--- config.mk ---
export PLATFORM = sky130hd
export DESIGN_NAME = fifo_wr_arbiter
export DESIGN_NICKNAME = d
export VERILOG_FILES = /design/src/rtl/fifo_wr_arbiter.sv
export SDC_FILE = /design/constraint.sdc
export NUM_CORES = 1
export LEC_CHECK = 0
export ABC_CLOCK_PERIOD_IN_PS = 5300
export CAP_MARGIN = 10
export CELL_PAD_IN_SITES_DETAIL_PLACEMENT = 1
export CELL_PAD_IN_SITES_GLOBAL_PLACEMENT = 2
export CORE_ASPECT_RATIO = 0.6
export CORE_MARGIN = 2
export CORE_UTILIZATION = 18
export DETAILED_ROUTE_END_ITERATION = 16
export GPL_ROUTABILITY_DRIVEN = 0
export GPL_TIMING_DRIVEN = 0
export PLACE_DENSITY = 0.93
export SLEW_MARGIN = 40
export SYNTH_ARGS = -nofsm -noshare
export SYNTH_HDL_FRONTEND = slang
export SYNTH_SLANG_ARGS = --single-unit
export TNS_END_PERCENT = 100
--- constraint.sdc ---
create_clock -name i_clk -period 5.3 [get_ports i_clk]
set_input_delay 1.325 -clock i_clk [delete_from_list [all_inputs] [get_ports i_clk]]
set_output_delay 1.325 -clock i_clk [all_outputs]
set_load 0.05 [all_outputs]
--- src/rtl/fifo_wr_arbiter.sv ---
// rtl/fifo_wr_arbiter.sv - round-robin burst arbiter onto a single FIFO write port
//
// Grants one requester at a time and forwards its beats to the FIFO
// until the packet ends (last) or MAX_BURST beats have been written.
// Each new grant costs one arbitration cycle in IDLE.
//
// Ports:
//   i_clk, i_rst_n   clock, asynchronous active-low reset
//   i_req_valid[k]   requester k presents a beat
//   i_req_data       requester k data at [k*WIDTH +: WIDTH]
//   i_req_last[k]    final beat of requester k's packet
//   o_req_ready[k]   requester k's beat is accepted this cycle
//   o_fifo_data      FIFO write data (zero when no beat)
//   o_fifo_wr_en     FIFO write strobe
//   i_fifo_full      FIFO full flag
//   o_grant          registered one-hot grant, zero when none held
//   o_busy           high while a burst is in progress
module fifo_wr_arbiter #(
  parameter int WIDTH     = 16,
  parameter int N_REQ     = 4,
  parameter int MAX_BURST = 8
) (
  input  logic                   i_clk,
  input  logic                   i_rst_n,
  input  logic [N_REQ-1:0]       i_req_valid,
  input  logic [N_REQ*WIDTH-1:0] i_req_data,
  input  logic [N_REQ-1:0]       i_req_last,
  output logic [N_REQ-1:0]       o_req_ready,
  output logic [WIDTH-1:0]       o_fifo_data,
  output logic                   o_fifo_wr_en,
  input  logic                   i_fifo_full,
  output logic [N_REQ-1:0]       o_grant,
  output logic                   o_busy
);

  localparam int IW = $clog2(N_REQ);
  localparam int CW = $clog2(MAX_BURST + 1);
  localparam logic [CW-1:0] CNT_MAX  = CW'(MAX_BURST);
  localparam logic [IW-1:0] LAST_IDX = IW'(N_REQ - 1);

  typedef enum logic {
    S_IDLE  = 1'b0,
    S_BURST = 1'b1
  } state_t;

  state_t             state_q, state_d;
  logic [N_REQ-1:0]   grant_q, grant_d;
  logic [IW-1:0]      gidx_q, gidx_d;
  logic [IW-1:0]      rr_ptr_q, rr_ptr_d;
  logic [CW-1:0]      cnt_q, cnt_d;

  logic               pick_found;
  logic [IW-1:0]      pick_idx;
  logic [N_REQ-1:0]   pick_oh;
  logic               g_valid;
  logic               g_last;
  logic               beat;
  logic [CW-1:0]      cnt_inc;

  // grant_q is all-zero in IDLE, so these collapse to 0 there and
  // last/valid from non-granted requesters never leak through.
  assign g_valid = |(i_req_valid & grant_q);
  assign g_last  = |(i_req_last & grant_q);
  assign beat    = (state_q == S_BURST) && g_valid && !i_fifo_full;
  assign cnt_inc = cnt_q + CW'(1);

  // Round-robin pick: first valid requester at or above rr_ptr, wrapping.
  always_comb begin : arb_pick
    int cand;
    pick_found = 1'b0;
    pick_idx   = '0;
    cand       = 0;
    for (int i = 0; i < N_REQ; i++) begin
      cand = int'(rr_ptr_q) + i;
      if (cand >= N_REQ) cand = cand - N_REQ;
      if (!pick_found && i_req_valid[IW'(cand)]) begin
        pick_found = 1'b1;
        pick_idx   = IW'(cand);
      end
    end
    pick_oh = N_REQ'(1) << pick_idx;
  end

  // State register
  always_ff @(posedge i_clk or negedge i_rst_n) begin
    if (!i_rst_n) begin
      state_q  <= S_IDLE;
      grant_q  <= '0;
      gidx_q   <= '0;
      rr_ptr_q <= '0;
      cnt_q    <= '0;
    end else begin
      state_q  <= state_d;
      grant_q  <= grant_d;
      gidx_q   <= gidx_d;
      rr_ptr_q <= rr_ptr_d;
      cnt_q    <= cnt_d;
    end
  end

  // Next-state logic
  always_comb begin
    state_d  = state_q;
    grant_d  = grant_q;
    gidx_d   = gidx_q;
    rr_ptr_d = rr_ptr_q;
    cnt_d    = cnt_q;
    case (state_q)
      S_IDLE: begin
        if (pick_found) begin
          state_d = S_BURST;
          grant_d = pick_oh;
          gidx_d  = pick_idx;
          cnt_d   = '0;
        end
      end
      S_BURST: begin
        // A dropped valid or a full FIFO simply holds everything.
        if (beat) begin
          cnt_d = cnt_inc;
          if (g_last || (cnt_inc == CNT_MAX)) begin
            state_d  = S_IDLE;
            grant_d  = '0;
            rr_ptr_d = (gidx_q == LAST_IDX) ? '0 : gidx_q + IW'(1);
          end
        end
      end
      default: begin
        state_d = S_IDLE;
        grant_d = '0;
      end
    endcase
  end

  // Outputs
  always_comb begin
    o_busy       = (state_q == S_BURST);
    o_grant      = grant_q;
    o_req_ready  = (o_busy && !i_fifo_full) ? grant_q : '0;
    o_fifo_wr_en = beat;
    o_fifo_data  = '0;
    for (int k = 0; k < N_REQ; k++) begin
      if (beat && grant_q[k]) o_fifo_data = i_req_data[k*WIDTH +: WIDTH];
    end
  end

endmodule

==> key figures <==
Final layout
  • # fillers: 884
  • N_diodes: 0
  • Share of layout cells above drive strength 1: 7.50%
  • Final Core Density: 35.2%
  • Area Growth Syn to Fin: 88.9%
  • Nets: 358

Yosys
  • Post-Syn Area per Cell: 7.73 sq um
  • Synth top area cells: dfrtp_1, a211o_1, a221oi_1
  • Top FF cell, synth: dfrtp_1
  • Synthesized Nets: 253
  • Cell variety after synth: 36
  • Register area share after synthesis: 23.9%
  • Post-synth EDFFs: 0
  • Synth async-reset ratio: 100%
  • Post-synth top area share: 23.9%
  • Synthesis Warnings: 0
  • FF+latch count, synth: 13
  • Post-synth top cells: nand2_1, a21oi_1, inv_1, a211o_1, a221oi_1
  • Syn Inst Count: 176
  • Most common cell in the netlist: nand2_1
  • Synthesized area: 1360 sq um
  • Leading area contributor after synthesis: dfrtp_1

Placed design
  • HPWL after DPL: 4.99 mm
  • I/O Buffers: 100

STA
  • Worst Tran Pin Value: 0.656 ns
  • Skew final: 0.000888 ns
  • Final worst path period share: 94.1%
  • Hold Fails Final Rpt: 0
  • Worst relative slew slack: 56.2%
  • Min Tclk post-route: 4.99 ns
  • RSZ-0062 raised after global routing: false
  • TNS Setup: 0 ns
  • Slew Viols, Final: 0
  • Finish-stage setup viols: 0
  • Fmax: 200 MHz

Clock network
  • Root Driver: clkbuf_16
  • Clock Sinks: 13
  • Post_cts resized: 0
  • Post CTS Setup Buffer Count: 0
  • Clock buffer depth: 2
  • Skew-Pair Late Insertion Delay: 0.24 ns
  • TritonCTS clock tree: done
  • H-Tree Depth: 1
  • Post-CTS Hold Fix Bufs: 0
  • Total CTS buffers: 3
  • Clk slew on worst S/H paths: 0.05 ns

GRT
  • Largest net degree at the start of global routing: 14
  • Vias in the first global route: 1,839
  • Grt total ovfl: 0
  • First-pass GRT wire length: 9.67 mm
  • Initial antenna violation count: 0
  • GRT Total Usage: 14.8%

Floorplan
  • Chip width: 116 um
  • Die extent in y: 71.4 um
  • Initial cell density of the core: 18.7%
  • Top Ports: 101
  • Rows: 24
  • Placeable Area: 7300 sq um
  • Die Area: 8300 sq um

Critical path
  • Crit path kind: in -> out
  • Req. time, crit path: 3.97 ns
  • Worst-path cell chain: clkdlybuf4s50_1 > a22o_1 > o21ai_4 > buf_4 > buf_4 > a21oi_1 > clkdlybuf4s50_1
  • Worst path slowest cell: clkdlybuf4s50_1
  • CP Capture Type: output pin
  • Max FO, Critical Path: 10
  • Crit path DAT: 3.66 ns
  • Largest stage delay on the critical path: 0.83 ns
  • CP Launch Type: input pin

Run
  • Max-cap viol count: 0

Detailed routing
  • Iter 0 DRT Violations: 33
  • Routed Wire Length: 6.25 mm
  • Avg Vias per Cell: 4.60
  • Via count: 1,765
  • # DRC: 0
  • Final antenna-violating net count: 0
  • Drt wl/cell: 16.3 um
  • TritonRoute pass-1 iters: 4

Pwr
  • Leak Pwr: 0.000993 uW
  • P per Cell Area: 472 nW/um^2
  • Maximum VDD drop: 0.000144 V
  • Total Power: 1210 uW

Outcome
  • Run status: finished clean

Min path
  • Hold Crit Class: reg -> reg
-- registers in the layout (all words and copies together), names as in the netlist --
name and flops:
cnt_q 4, gidx_q 2, rr_ptr_q 2, o_grant 4
o_busy 1
-- per-stage QoR --
| step | area, sq um | setup slack [ns] | hold WS, ns | cells |
|---|---|---|---|---|
| after floorplan | 1360 | 1.21 | 0.452 | 176 |
| after global placement | 2490 | 0.373 | 0.477 | 380 |
| after detailed placement | 2490 | 0.339 | 0.482 | 380 |
| after CTS | 2570 | 0.333 | 0.491 | 384 |
| after global routing | 2570 | 0.236 | 0.540 | 384 |
| final | 2570 | 0.312 | 0.488 | 384 |
-- cells in the final DEF (no fill, tap or decap), types with 2 or more instances in the layout --
cell type	Yosys	final
nand3_1	4	4
a22oi_1	2	2
buf_2	6	6
clkbuf_16	0	3
a21oi_1	20	20
a221oi_1	16	16
nand2_1	28	28
o32ai_1	4	4
buf_4	4	4
mux2_4	2	2
and2_1	4	4
inv_1	20	20
ha_1	2	2
o211ai_1	2	2
clkbuf_1	4	5
clkdlybuf4s50_1	0	100
dfrtp_1	13	13
o21ai_0	5	5
nor2_1	3	3
a211o_1	17	17
a22o_1	2	2
buf_6	2	2
-- worst paths after layout --
path,startpoint,endpoint,slack [ns],cells after the start
worst max register to register,o_grant[2],rr_ptr_q[1],3.64,5
worst min register to register,gidx_q[1],gidx_q[1],0.49,2
min in group asynchronous,i_rst_n,cnt_q[0],1.49,1
worst max-delay path,i_req_valid[3],o_fifo_data[11],0.31,7
max in group asynchronous,i_rst_n,o_grant[0],3.39,1
worst min-delay path,gidx_q[1],gidx_q[1],0.49,2
-- power breakdown --
group / switching, uW / total (uW) / internal (uW)
Combinational: 512 / 876 / 364
Sequential: 50.6 / 192 / 142
Clock: 42.4 / 144 / 102
-- final cells by class --
| cell class | instances | area (sq um) | area share (%) |
|---|---|---|---|
| Multi-Input combinational cell | 127 | 863 | 33.6 |
| Inverter | 20 | 75.1 | 2.92 |
| Buffer | 16 | 97.6 | 3.80 |
| Timing Repair Buffer | 100 | 1000 | 38.9 |
| Tap cell | 104 | 130 | 5.06 |
| Sequential cell | 13 | 325 | 12.7 |
| Clock buffer | 4 | 78.8 | 3.07 |
-- cells by family after synthesis --
kind of cell,after synthesis,synth area share (%)
AO/OA/AOI/OAI,73,41.0
multiplexers,2,2.21
XOR/XNOR,2,1.29
flip-flops,13,23.9
buffers and inverters,36,12.7
adder cells (fa/ha/maj),2,1.84
AND/OR/NAND/NOR,48,17.1
-- critical path, delay by kind of cell --
kind,cells,cell delay [ns]
AOI/OAI and AO/OA,3,0.49
buffers and inverters,4,1.83
-- routing by layer --
| metal | global-route usage, % | part of all wire, % | vias up |
|---|---|---|---|
| met2 | 24.2 | 43 | 65 |
| li1 | - | - | 855 |
| met1 | 20.1 | 48 | 843 |
| met5 | 0 | 0 | - |
| met4 | 1.59 | 0.27 | 0 |
| met3 | 4.48 | 7.9 | 2 |
No activity file was read; power rests on OpenSTA's default activity.
